`src/rtl/multiport_ram_param.sv`:
```
// multiport_ram_param: N-port synchronous RAM with lowest-port-wins write
// arbitration, per-port conflict flags and a hardware clear engine.
module multiport_ram_param #(
  parameter int DATA_W   = 8,
  parameter int ADDR_W   = 4,
  parameter int NPORTS   = 4,
  parameter int RDW_MODE = 0
) (
  input  logic                       clk,
  input  logic                       rst,
  input  logic                       clr_req,
  input  logic [NPORTS*ADDR_W-1:0]   addr,
  input  logic [NPORTS*DATA_W-1:0]   data_in,
  input  logic [NPORTS-1:0]          we,
  output logic [NPORTS*DATA_W-1:0]   data_out,
  output logic [NPORTS-1:0]          conflict,
  output logic                       busy
);

  localparam int DEPTH = 2**ADDR_W;

  typedef enum logic {CLEAR, IDLE} state_t;

  state_t              state;
  state_t              state_nx;
  logic [ADDR_W-1:0]   clr_ptr;
  logic [DATA_W-1:0]   ram [DEPTH];
  logic [ADDR_W-1:0]   pa  [NPORTS];
  logic [DATA_W-1:0]   pd  [NPORTS];
  logic [DATA_W-1:0]   rd  [NPORTS];
  logic [NPORTS-1:0]   win;
  logic [NPORTS-1:0]   lose;

  // Split the flat port buses into per-port fields
  always_comb begin
    for (int p = 0; p < NPORTS; p++) begin
      pa[p] = addr[p*ADDR_W +: ADDR_W];
      pd[p] = data_in[p*DATA_W +: DATA_W];
    end
  end

  // A write survives only if no lower-index port writes the same address
  always_comb begin
    win = we;
    for (int p = 1; p < NPORTS; p++) begin
      for (int q = 0; q < p; q++) begin
        if (we[q] && we[p] && pa[q] == pa[p]) win[p] = 1'b0;
      end
    end
    lose = we & ~win;
  end

  // Read path: array word, optionally bypassed by the winning write data
  always_comb begin
    for (int p = 0; p < NPORTS; p++) begin
      rd[p] = ram[pa[p]];
      if (RDW_MODE == 0) begin
        for (int q = NPORTS-1; q >= 0; q--) begin
          if (win[q] && pa[q] == pa[p]) rd[p] = pd[q];
        end
      end
    end
  end

  // State register
  always_ff @(posedge clk) begin
    if (rst) state <= CLEAR;
    else     state <= state_nx;
  end

  // Next-state: clear sweeps once to the last word, idle waits for clr_req
  always_comb begin
    state_nx = state;
    unique case (state)
      CLEAR: if (clr_ptr == '1) state_nx = IDLE;
      IDLE:  if (clr_req)       state_nx = CLEAR;
      default: state_nx = CLEAR;
    endcase
  end

  // Output decode
  always_comb begin
    busy = (state == CLEAR);
  end

  // Clear pointer restarts on reset or on an accepted clear request
  always_ff @(posedge clk) begin
    if (rst || (state == IDLE && clr_req)) clr_ptr <= '0;
    else if (state == CLEAR)              clr_ptr <= clr_ptr + ADDR_W'(1);
  end

  // Registered read data and conflict flags, forced to zero while clearing
  always_ff @(posedge clk) begin
    if (rst || state == CLEAR) begin
      data_out <= '0;
      conflict <= '0;
    end else begin
      for (int p = 0; p < NPORTS; p++) begin
        data_out[p*DATA_W +: DATA_W] <= rd[p];
      end
      conflict <= lose;
    end
  end

  // Array writes: clear engine or surviving port writes, none during reset
  always_ff @(posedge clk) begin
    if (!rst) begin
      if (state == CLEAR) begin
        ram[clr_ptr] <= '0;
      end else begin
        for (int p = 0; p < NPORTS; p++) begin
          if (win[p]) ram[pa[p]] <= pd[p];
        end
      end
    end
  end

endmodule

```
`config.mk`:
```
export PLATFORM = sky130hd
export DESIGN_NAME = multiport_ram_param
export DESIGN_NICKNAME = d
export VERILOG_FILES = /design/src/rtl/multiport_ram_param.sv
export SDC_FILE = /design/constraint.sdc
export NUM_CORES = 1
export LEC_CHECK = 0
export CELL_PAD_IN_SITES_DETAIL_PLACEMENT = 2
export CELL_PAD_IN_SITES_GLOBAL_PLACEMENT = 2
export CORE_ASPECT_RATIO = 1.2
export CORE_MARGIN = 3
export CORE_UTILIZATION = 40
export CTS_CLUSTER_SIZE = 14
export DETAILED_ROUTE_END_ITERATION = 8
export GPL_TIMING_DRIVEN = 0
export HOLD_SLACK_MARGIN = 0.15
export PLACE_DENSITY_LB_ADDON = 0.15
export SYNTH_ARGS = -nofsm -noshare
export SYNTH_HDL_FRONTEND = slang
export SYNTH_SLANG_ARGS = --single-unit
```
`constraint.sdc`:
```
create_clock -name clk -period 3.8 [get_ports clk]
set_clock_uncertainty 0.2 [all_clocks]
set_input_delay 0.57 -clock clk [delete_from_list [all_inputs] [get_ports clk]]
set_output_delay 0.57 -clock clk [all_outputs]
set_load 0.05 [all_outputs]
```
==> metrics <==
final net count=approximately 1700; Ys Warns=0; WP data required=between 3 and 4 ns; routability cong.=1.12; die width=about 190 um; first-pass GRT wire length=around 130000 um; DR vias=between 15000 and 20000; failing checks=capacitance limit; Clock Latency Late Sink=0.50 ns; die area=a little over 40000 um^2; Data arrival, critical path=roughly 3.8 ns; Leak=between 0.005 and 0.006 uW; flops & latches, synth=between 150 and 200; Max transition margin=less than 1%; Syn Std Cell Area=between 15000 and 20000 um^2; critical path class=in -> reg; initial antenna violation count=6; Hold Path Class=reg -> reg; Core ar.=38200 um^2; Post-Syn Nets=between 1500 and 2000; CP Capture Type=flop; Worst R2R Start=state$_SDFF_PP0_; PortBufs=just under 70; GRT Overall Usage=46.1%; CTS Buf Count=17; number of synthesized flops with an enable pin=~130; vias in the first global route=~17000; count of different cell masters after synthesis=70; hold_ws=roughly 0.47 ns; Filler Cell Count=roughly 4000; CP Launch Point=rst; # setup viols final=0; total gr overflow=0; CTS Hold Bufs=0; worst path cell trace=clkdlybuf4s50_1 -> and3b_1 -> buf_2 -> buf_4 -> clkbuf_1 -> clkbuf_1 -> nand2_1 -> clkbuf_1 -> nor2_1 -> a211oi_1 -> o2bb2ai_1; Hold Vio Cnt, Final=0; Fmax=about 0.26 GHz; Primary FF master, synth=edfxtp_1; setup tns final=0 ns; Pwr Total=~4900 uW; Worst Setup EP=ram[5][0]$_DFFE_PP_; worst reg2reg path depth=10; slowest stage cell, crit path=clkbuf_1; Initial DRT Pass Iterations=5; CTS clk-pin slew, worst paths=0.08 ns; largest net degree at the start of global routing=17; flop-to-flop setup slack=around 0.26 ns; cell mode on critical path=clkbuf_1; WL/cell=44.8 um; CP max FO=10; Max VDD drop=around 340 uV; Cells after DPL=between 2000 and 2500; starting density of the core=between 40% and 50%; die height=223 um; share of cells above drive strength 1=a little over a fifth; final instance area=between 15000 and 20000 um^2; Syn Inst Count=1562; Slew Limit Fails=0; DP Wirelength=around 74000 um; Area Overhead vs Synth=14.1%; Row Count=a little under 80; H-tree lvl count=4; final worst-path cycle share=99.9%; maximum root-to-sink buffer count=2; post-route minimum period=3.80 ns; post-route insts no fill=approximately 2200; Root Driver=clkbuf_16; Reg2Reg Capture Point=ram[5][0]$_DFFE_PP_; Mapped Avg Cell Area=between 10 and 15 um^2; Least-Margin Pin Slew=~1.5 ns; outcome=complete, but fails checks; DRC=0; clk sinks=approximately 170; placed instance area=about 17000 um^2; ANT nets after route=0; TritonCTS clock tree=done; max cap viols=1; Post-Route WL=a little under 100000 um; asr flop ratio synth=0%; crit start category=input pin; Seq/Total Area, Yosys=about 30%; Pwr Density=276 nW/um^2; # IOs=roughly 90; DR vias/cell=between 7 and 8; number of DRC markers in iteration 0=2782; Worst path max stage delay=slightly below 0.8 ns
[report_power, final]
group,switching (uW),internal [uW],leakage (uW)
Sequential,39.6,1970,0.00133
Clock,933,959,0.000292
Combinational,708,304,0.00417
Total,1680,3240,0.00579
[worst max-delay path, delay by kind of cell]
| kind | cells | cell delay (ns) |
|---|---|---|
| AND/OR/NAND/NOR | 3 | 0.64 |
| buffers and inverters | 6 | 2.13 |
| AO/OA/AOI/OAI | 2 | 0.48 |
[Yosys cell counts, types with 18 or more instances]
library cell	count	area (um^2)
a211oi_1	98	736
mux4_2	136	3060
mux2_2	56	631
xor2_1	24	210
o21ai_0	121	606
clkbuf_1	128	480
edfxtp_1	128	3840
nor2_1	145	544
nand2b_1	23	144
o2bb2ai_1	80	701
dfxtp_1	40	801
nor2b_1	21	131
buf_2	41	205
and3_1	18	113
nand3_1	35	175
a21oi_1	27	135
buf_1	23	86.3
mux2i_1	21	210
a22oi_1	66	495
o31ai_1	27	203
nand2_1	85	319
[worst min-delay path by stage]
stage / startpoint / to / slack [ns] / cells after the start
2_1_floorplan: clr_ptr[1]$_SDFFE_PP0N_ / clr_ptr[1]$_SDFFE_PP0N_ / 0.39 / 3
4_1_cts: clr_ptr[1]$_SDFFE_PP0N_ / clr_ptr[1]$_SDFFE_PP0N_ / 0.47 / 3
3_3_place_gp: clr_ptr[1]$_SDFFE_PP0N_ / clr_ptr[1]$_SDFFE_PP0N_ / 0.44 / 3
3_5_place_dp: clr_ptr[1]$_SDFFE_PP0N_ / clr_ptr[1]$_SDFFE_PP0N_ / 0.46 / 3
6_report: clr_ptr[1]$_SDFFE_PP0N_ / clr_ptr[1]$_SDFFE_PP0N_ / 0.47 / 3
5_1_grt: clr_ptr[1]$_SDFFE_PP0N_ / clr_ptr[1]$_SDFFE_PP0N_ / 0.53 / 3
[layer usage]
metal	vias up	share of wire [%]	routed length (um)	global-route usage, %
li1	6400	-	-	-
met1	8561	34	33200	52.8
met2	1403	43	42800	71.0
met3	484	12	11700	13.4
met4	8	11	10600	39.0
met5	-	0.073	72	0
[cell families after synthesis]
family | count (synthesis) | synth area share [%]
other | 1 | 0.0240
DFF | 168 | 29.7
xor gates and xnor gates | 34 | 1.91
adders and majority gates | 1 | 0.0800
muxes | 221 | 25.7
buffers and inverters | 219 | 5.99
and+or+nand+nor | 400 | 12.4
AOI/OAI and AO/OA | 518 | 24.2
[area by class of cell]
class | count | area [um^2] | area share, %
Sequential cell | 168 | 4640 | 26.0
Tap cell | 520 | 651 | 3.65
Buffer | 204 | 891 | 4.99
Clock buffer | 19 | 454 | 2.55
Antenna cell | 3 | 7.51 | 0.0421
Timing Repair Buffer | 83 | 822 | 4.61
Clock inverter | 13 | 131 | 0.736
Inverter | 12 | 45.0 | 0.253
Multi-Input combinational cell | 1175 | 10200 | 57.1
[through the flow]
step,utilization [%],setup WS (ns)
after floorplan,-,0.683
after global placement,44.4,-0.868
after detailed placement,44.5,-0.946
after CTS,46.2,-0.0313
after global routing,46.7,-0.0744
final,46.7,0.00360
[placed cells by master (no fill, tap or decap), drive strengths merged, types with 10 or more instances in the layout]
master         synthesis  routed
clkbuf               130     148
nor2                 145     145
mux4                 136     136
edfxtp               128     128
o21ai                124     124
a211oi               112     112
buf                   77      90
nand2                 86      86
o2bb2ai               80      80
clkdlybuf4s50          0      68
a22oi                 66      66
mux2                  64      64
dfxtp                 40      40
nand3                 35      35
a21oi                 28      28
o31ai                 27      27
xor2                  24      24
nand2b                23      23
mux2i                 21      21
nor2b                 21      21
inv                   12      20
and3                  18      18
a221oi                17      17
nand4                 16      16
and2                  16      16
nor3                  12      12
xnor2                 10      10
[state kept, by name, indices dropped and copies added (netlist names)]
name      count
state         1
data_out     32
ram         128
conflict      3
clr_ptr       4
[repair_timing]
action,in CTS,in global routing
resized for setup,12,32
pin swaps,1,6
buffers inserted,1,11
endpoints found under the setup margin,146,171
(Power assumes the default switching activity.)
